==> src/rtl/alu_ctrl_32_if.sv <==
// Request/result bundle between an operation requester and alu_ctrl_32,
// together with the operand/result path to the external ALU. The master
// side is the requester plus the ALU; the slave side is the controller.
interface alu_ctrl_32_if;
    logic        in_start;
    logic [3:0]  in_opcode;
    logic [31:0] in_a;
    logic [31:0] in_b;
    logic [63:0] in_alu_result;

    logic        out_ready;
    logic        out_done;
    logic        out_err;
    logic [31:0] out_hi;
    logic [31:0] out_lo;
    logic [31:0] out_alu_a;
    logic [31:0] out_alu_b;
    logic [3:0]  out_alu_opcode;
    logic        out_alu_div_reset;

    modport master (
        output in_start, in_opcode, in_a, in_b, in_alu_result,
        input  out_ready, out_done, out_err, out_hi, out_lo,
               out_alu_a, out_alu_b, out_alu_opcode, out_alu_div_reset
    );

    modport slave (
        input  in_start, in_opcode, in_a, in_b, in_alu_result,
        output out_ready, out_done, out_err, out_hi, out_lo,
               out_alu_a, out_alu_b, out_alu_opcode, out_alu_div_reset
    );
endinterface

==> src/rtl/alu_ctrl_32.sv <==
// Sequencing controller for a 32-bit ALU with a multi-cycle divider.
// Latches one request at a time, drives the ALU operands, waits for the
// result (one cycle for ordinary ops, a reset pulse plus DIV_CYCLES for
// divide) and presents it with a one-cycle done pulse. Divide-by-zero and
// illegal opcodes complete immediately with the error flag set.
module alu_ctrl_32 #(
    parameter int DIV_CYCLES = 32
) (
    input  logic          clk,
    input  logic          in_reset_n,
    alu_ctrl_32_if.slave  bus
);

    localparam logic [3:0] OP_DIV = 4'b1001;
    localparam int         CNT_W  = (DIV_CYCLES > 1) ? $clog2(DIV_CYCLES) : 1;
    localparam logic [CNT_W-1:0] CNT_LAST = CNT_W'(DIV_CYCLES - 1);

    typedef enum logic [2:0] {
        S_IDLE,
        S_EXEC,
        S_DIV_INIT,
        S_DIV_WAIT,
        S_DONE
    } state_t;

    state_t           state;
    logic [CNT_W-1:0] cnt;

    // Opcodes 1100-1111 have no ALU operation behind them.
    function automatic logic is_illegal(input logic [3:0] op);
        return op[3:2] == 2'b11;
    endfunction

    // Control FSM; every output is a register updated alongside the state.
    always_ff @(posedge clk or negedge in_reset_n) begin
        if (!in_reset_n) begin
            state                 <= S_IDLE;
            cnt                   <= '0;
            bus.out_ready         <= 1'b1;
            bus.out_done          <= 1'b0;
            bus.out_err           <= 1'b0;
            bus.out_hi            <= '0;
            bus.out_lo            <= '0;
            bus.out_alu_a         <= '0;
            bus.out_alu_b         <= '0;
            bus.out_alu_opcode    <= '0;
            bus.out_alu_div_reset <= 1'b0;
        end else begin
            // Pulses default low; only the states below raise them.
            bus.out_done          <= 1'b0;
            bus.out_alu_div_reset <= 1'b0;
            case (state)
                S_IDLE: begin
                    if (bus.in_start) begin
                        bus.out_alu_a      <= bus.in_a;
                        bus.out_alu_b      <= bus.in_b;
                        bus.out_alu_opcode <= bus.in_opcode;
                        bus.out_ready      <= 1'b0;
                        if (is_illegal(bus.in_opcode)) begin
                            bus.out_hi   <= '0;
                            bus.out_lo   <= '0;
                            bus.out_err  <= 1'b1;
                            bus.out_done <= 1'b1;
                            state        <= S_DONE;
                        end else if (bus.in_opcode == OP_DIV) begin
                            if (bus.in_b == '0) begin
                                // Divider is never started on a zero divisor.
                                bus.out_hi   <= bus.in_a;
                                bus.out_lo   <= '1;
                                bus.out_err  <= 1'b1;
                                bus.out_done <= 1'b1;
                                state        <= S_DONE;
                            end else begin
                                bus.out_alu_div_reset <= 1'b1;
                                state                 <= S_DIV_INIT;
                            end
                        end else begin
                            state <= S_EXEC;
                        end
                    end
                end
                S_EXEC: begin
                    bus.out_hi   <= bus.in_alu_result[63:32];
                    bus.out_lo   <= bus.in_alu_result[31:0];
                    bus.out_err  <= 1'b0;
                    bus.out_done <= 1'b1;
                    state        <= S_DONE;
                end
                S_DIV_INIT: begin
                    cnt   <= '0;
                    state <= S_DIV_WAIT;
                end
                S_DIV_WAIT: begin
                    if (cnt == CNT_LAST) begin
                        bus.out_hi   <= bus.in_alu_result[63:32];
                        bus.out_lo   <= bus.in_alu_result[31:0];
                        bus.out_err  <= 1'b0;
                        bus.out_done <= 1'b1;
                        state        <= S_DONE;
                    end else begin
                        cnt <= cnt + 1'b1;
                    end
                end
                S_DONE: begin
                    bus.out_ready <= 1'b1;
                    state         <= S_IDLE;
                end
                default: begin
                    bus.out_ready <= 1'b1;
                    state         <= S_IDLE;
                end
            endcase
        end
    end

endmodule

==> src/flat_wrapper.sv <==
// flat-port wrapper written by rule: the top's interface ports become plain ports
module alu_ctrl_32_flat 
#(
    parameter int DIV_CYCLES = 32
)
  (clk, in_reset_n, bus_in_start, bus_in_opcode, bus_in_a, bus_in_b, bus_in_alu_result, bus_out_ready, bus_out_done, bus_out_err, bus_out_hi, bus_out_lo, bus_out_alu_a, bus_out_alu_b, bus_out_alu_opcode, bus_out_alu_div_reset);
  alu_ctrl_32_if bus_i ();
  input  logic clk;
  input  logic in_reset_n;
  input wire logic [$bits(bus_i.in_start)-1:0] bus_in_start;
  input wire logic [$bits(bus_i.in_opcode)-1:0] bus_in_opcode;
  input wire logic [$bits(bus_i.in_a)-1:0] bus_in_a;
  input wire logic [$bits(bus_i.in_b)-1:0] bus_in_b;
  input wire logic [$bits(bus_i.in_alu_result)-1:0] bus_in_alu_result;
  output wire logic [$bits(bus_i.out_ready)-1:0] bus_out_ready;
  output wire logic [$bits(bus_i.out_done)-1:0] bus_out_done;
  output wire logic [$bits(bus_i.out_err)-1:0] bus_out_err;
  output wire logic [$bits(bus_i.out_hi)-1:0] bus_out_hi;
  output wire logic [$bits(bus_i.out_lo)-1:0] bus_out_lo;
  output wire logic [$bits(bus_i.out_alu_a)-1:0] bus_out_alu_a;
  output wire logic [$bits(bus_i.out_alu_b)-1:0] bus_out_alu_b;
  output wire logic [$bits(bus_i.out_alu_opcode)-1:0] bus_out_alu_opcode;
  output wire logic [$bits(bus_i.out_alu_div_reset)-1:0] bus_out_alu_div_reset;
  assign bus_i.in_start = bus_in_start;
  assign bus_i.in_opcode = bus_in_opcode;
  assign bus_i.in_a = bus_in_a;
  assign bus_i.in_b = bus_in_b;
  assign bus_i.in_alu_result = bus_in_alu_result;
  assign bus_out_ready = bus_i.out_ready;
  assign bus_out_done = bus_i.out_done;
  assign bus_out_err = bus_i.out_err;
  assign bus_out_hi = bus_i.out_hi;
  assign bus_out_lo = bus_i.out_lo;
  assign bus_out_alu_a = bus_i.out_alu_a;
  assign bus_out_alu_b = bus_i.out_alu_b;
  assign bus_out_alu_opcode = bus_i.out_alu_opcode;
  assign bus_out_alu_div_reset = bus_i.out_alu_div_reset;
  alu_ctrl_32 #(.DIV_CYCLES(DIV_CYCLES)) u_core (.clk(clk), .in_reset_n(in_reset_n), .bus(bus_i));
endmodule
==> config.mk <==
export PLATFORM = sky130hd
export DESIGN_NAME = alu_ctrl_32_flat
export DESIGN_NICKNAME = d
export VERILOG_FILES = /design/src/rtl/alu_ctrl_32_if.sv /design/src/rtl/alu_ctrl_32.sv /design/src/flat_wrapper.sv
export SDC_FILE = /design/constraint.sdc
export NUM_CORES = 1
export LEC_CHECK = 0
export ABC_AREA = 1
export CORE_MARGIN = 2
export CORE_UTILIZATION = 40
export CTS_CLUSTER_SIZE = 25
export DETAILED_ROUTE_END_ITERATION = 8
export GPL_ROUTABILITY_DRIVEN = 1
export GPL_TIMING_DRIVEN = 0
export PLACE_DENSITY_LB_ADDON = 0.1
export SYNTH_ARGS = -nofsm -noshare
export SYNTH_HDL_FRONTEND = slang
export SYNTH_SLANG_ARGS = --single-unit
==> constraint.sdc <==
create_clock -name clk -period 2.4 [get_ports clk]
set_clock_uncertainty 0.05 [all_clocks]
set_input_delay 0.48 -clock clk [delete_from_list [all_inputs] [get_ports clk]]
set_output_delay 0.48 -clock clk [all_outputs]
set_load 0.01 [all_outputs]
==> impl_metrics.xml <==
<?xml version="1.0" encoding="UTF-8"?>
<metrics>
  <group name="finish">
    <metric name="area.growth.synth_to_final" unit="%">55.4</metric>
    <metric name="antenna_cells" unit="">0</metric>
    <metric name="final_util" unit="">0.632</metric>
    <metric name="finish.net_count" unit="">1239</metric>
    <metric name="fraction_of_final_layout_cells_with_drive_strength_greater_than_1" unit="">0.0647</metric>
  </group>
  <group name="setup_path">
    <metric name="endpoint_kind" unit="">flop</metric>
    <metric name="startpoint_class" unit="">flop</metric>
    <metric name="cp.arrival" unit="ns">2.45</metric>
    <metric name="regToRegSetupSlack" unit="ns">0.26</metric>
    <metric name="rr_endpoint" unit="">u_core.bus.out_lo[3]</metric>
    <metric name="critical_path.startpoint" unit="">u_core.cnt[0]</metric>
    <metric name="timing.reg2reg.worst_path_depth" unit="">13</metric>
    <metric name="critical_r2r_launch" unit="">u_core.cnt[0]</metric>
    <metric name="worst-endpoint-required" unit="ns">2.70</metric>
    <metric name="critical_path.endpoint" unit="">u_core.bus.out_lo[3]</metric>
    <metric name="path_max_fanout" unit="">10</metric>
    <metric name="setup.worst_path.class" unit="">reg -&gt; reg</metric>
  </group>
  <group name="sta">
    <metric name="slew_violations" unit="">0</metric>
    <metric name="max_slew.worst_pin.slew" unit="ns">0.527</metric>
    <metric name="finalSetupTns" unit="ns">0</metric>
    <metric name="max_freq" unit="GHz">0.467</metric>
    <metric name="timing.max_slew.rel_slack" unit="">0.649</metric>
    <metric name="whs" unit="ns">0.408</metric>
    <metric name="timing_hold_violations_final" unit="">0</metric>
    <metric name="setup-violations-final" unit="">0</metric>
    <metric name="final.min_clock_period" unit="ns">2.14</metric>
    <metric name="rsz0062_at_grt" unit="">false</metric>
    <metric name="post-route-worst-setup-slack" unit="ns">0.258</metric>
    <metric name="min_period_over_period" unit="">0.893</metric>
  </group>
  <group name="worst_hold_path">
    <metric name="min_path_type" unit="">reg -&gt; reg</metric>
  </group>
  <group name="route">
    <metric name="initialDrtViolationCount" unit="">288</metric>
    <metric name="total_number_of_vias" unit="">6236</metric>
    <metric name="antenna_violating_nets_post_route" unit="">0</metric>
    <metric name="post_drt_via_cell_ratio" unit="">4.69</metric>
    <metric name="drt_pre_antenna_iters" unit="">5</metric>
    <metric name="detail_routed_net_length_per_standard_cell" unit="µm">14.5</metric>
    <metric name="totalWireLength" unit="µm">19300</metric>
    <metric name="route.detailed.drc" unit="">0</metric>
  </group>
  <group name="logic_synthesis">
    <metric name="yosys.area.top_type_share" unit="">0.558</metric>
    <metric name="synth_top_flop_cell" unit="">dfrtp_1</metric>
    <metric name="syn_area" unit="µm²">6420</metric>
    <metric name="synth.top_cells.by_area" unit="">dfrtp_1, nand2_1, nand3_1, o21ai_0, inv_1</metric>
    <metric name="post-synth-top-count-cell" unit="">nand2_1</metric>
    <metric name="avgSynthCellArea" unit="µm²">7.91</metric>
    <metric name="ys_async_sr_fraction" unit="">1.00</metric>
    <metric name="synthCells" unit="">811</metric>
    <metric name="ys_top_cells_by_count" unit="">nand2_1, dfrtp_1, nand3_1</metric>
    <metric name="synth_nets" unit="">948</metric>
    <metric name="synth.yosys.warnings" unit="">0</metric>
    <metric name="top_cell_type_by_total_area_after_synthesis" unit="">dfrtp_1</metric>
    <metric name="synth_enable_flop_cells" unit="">0</metric>
    <metric name="postSynthRegisterBits" unit="">144</metric>
    <metric name="synth_sequential_area_ratio" unit="">0.562</metric>
    <metric name="synth.lib_cells_used.distinct" unit="">22</metric>
  </group>
  <group name="placement">
    <metric name="dpl.hpwl" unit="µm">14100</metric>
    <metric name="count_of_input_and_output_buffers" unit="">270</metric>
    <metric name="gpl.final_weighted_congestion" unit="">0.821</metric>
    <metric name="post-place-ws" unit="ns">-0.00313</metric>
  </group>
  <group name="pwr">
    <metric name="total_leakage_power" unit="µW">0.00483</metric>
    <metric name="power.density_cell_area" unit="nW/µm²">1350</metric>
    <metric name="vdd_ir_drop_max" unit="µV">583</metric>
  </group>
  <group name="die">
    <metric name="start_util" unit="">0.407</metric>
    <metric name="die-area" unit="µm²">17100</metric>
    <metric name="dieWidth" unit="µm">131</metric>
    <metric name="boundaryPins" unit="">271</metric>
    <metric name="y_dimension_of_the_die" unit="µm">131</metric>
    <metric name="row_count" unit="">46</metric>
    <metric name="core_area" unit="µm²">15800</metric>
  </group>
  <group name="clock_network">
    <metric name="h_tree_depth" unit="">4</metric>
    <metric name="cts.reportedPaths.clkPinSlew" unit="ns">0.06</metric>
    <metric name="cts-root-buf" unit="">clkbuf_16</metric>
    <metric name="cts_sinks" unit="">144</metric>
    <metric name="max-clock-path-buffers" unit="">2</metric>
    <metric name="num_cts_buffers" unit="">17</metric>
    <metric name="clock_tree_from_tritoncts" unit="">yes</metric>
    <metric name="postCtsSetupBuffers" unit="">0</metric>
    <metric name="postCtsResizedCells" unit="">0</metric>
    <metric name="hold_buffers" unit="">1</metric>
    <metric name="skew_pair_late_insertion_delay" unit="ns">0.42</metric>
  </group>
  <group name="grt">
    <metric name="gr-usage-all-layers" unit="">0.228</metric>
    <metric name="antenna_found_initial" unit="">0</metric>
    <metric name="pin_count_of_the_biggest_net_entering_global_routing" unit="">95</metric>
    <metric name="grt_first_pass_wirelength" unit="µm">29900</metric>
    <metric name="grt_remaining_overflow" unit="">0</metric>
    <metric name="grt_pass1_vias" unit="">5913</metric>
  </group>
  <group name="flow_run">
    <metric name="max_cap_viol_count" unit="">0</metric>
  </group>
  <group name="status">
    <metric name="outcome" unit="">completed</metric>
  </group>
</metrics>
[flip-flops by register name (all words and copies together) (netlist names)]
register and cells:
u_core.bus.out_alu_a 32, u_core.bus.out_hi 32, u_core.state 3, u_core.bus.out_lo 32, u_core.bus.out_ready 1, u_core.cnt 5
u_core.bus.out_alu_opcode 4, u_core.bus.out_alu_div_reset 1, u_core.bus.out_alu_b 32, u_core.bus.out_done 1, u_core.bus.out_err 1
[worst min-delay path by stage]
stage | startpoint | to | slack (ns) | cells after the start
3_5_place_dp | u_core.bus.out_ready | u_core.bus.out_ready | 0.40 | 2
2_1_floorplan | in_reset_n | u_core.bus.out_alu_a[0] | 0.13 | 0
6_report | u_core.bus.out_ready | u_core.bus.out_ready | 0.41 | 2
5_1_grt | u_core.bus.out_ready | u_core.bus.out_ready | 0.44 | 2
3_3_place_gp | u_core.cnt[3] | u_core.cnt[3] | 0.40 | 1
4_1_cts | u_core.bus.out_ready | u_core.bus.out_ready | 0.41 | 2
[power breakdown]
group / total [µW] / leakage, µW / internal (µW) / switching, µW
registers: 4260 / 0.00173 / 3650 / 616
logic: 6730 / 0.00284 / 3200 / 3530
clock network: 2450 / 0.000263 / 1490 / 959
total: 13400 / 0.00483 / 8340 / 5100
[logic make-up (layout without fill, tap and decap cells)]
kind of cell             after synthesis  count (layout)  synth area share
AO/OA/AOI/OAI                         76              76            0.0616
adder cells (fa/ha/maj)                2               2           0.00390
buffers and inverters                 92             394            0.0636
flip-flops                           144             144             0.562
AND/OR/NAND/NOR                      497             497             0.309
[worst max-delay path, cell delays in order (launching register included)]
cell     delay, ns
dfrtp_1       0.41
ha_1          0.23
nand2_1       0.08
nor2_1        0.05
ha_1          0.20
nor2_2        0.22
inv_2         0.09
nand3_2       0.12
inv_2         0.05
nand3_2       0.14
buf_6         0.17
buf_6         0.15
nand2_1       0.07
nand2_1       0.06
[cell type report]
type | count | area, µm²
fill | 1457 | 5800
clock buffer | 25 | 485
sequential | 144 | 3600
timing repair buffer | 272 | 2740
clock inverter | 5 | 56.3
multi-input combinational | 575 | 2400
buffer | 46 | 235
tap | 216 | 270
inverter | 46 | 173
[routing by layer]
| metal | global-route usage | vias up | part of all wire |
|---|---|---|---|
| met4 | 0.0951 | 0 | 0.029 |
| met3 | 0.0729 | 38 | 0.086 |
| met5 | 0 | - | 0 |
| li1 | - | 3105 | - |
| met1 | 0.287 | 2859 | 0.42 |
| met2 | 0.366 | 234 | 0.46 |
[placed cells by master (no fill, tap or decap), drive strengths merged]
cell and count:
dfrtp 143, o21ai 68, inv 46, clkbuf 38
nand3 70, clkinv 3, nand2 394, nor2 32
buf 35, clkinvlp 1, nor3 1, clkdlybuf4s50 269
a21oi 6, bufinv 1, a22o 2, dlygate4sd3 1
ha 2, dfstp 1
[through the flow]
step           area, µm²  instances  total power (µW)
5_1_grt             9970       1329             14500
4_1_cts             9970       1329             13600
3_5_place_dp        9420       1298             11100
2_1_floorplan       6420        811              7520
3_3_place_gp        9390       1297             11000
6_report            9970       1329             13400
Note: power is estimated with default switching activity, not from simulation.
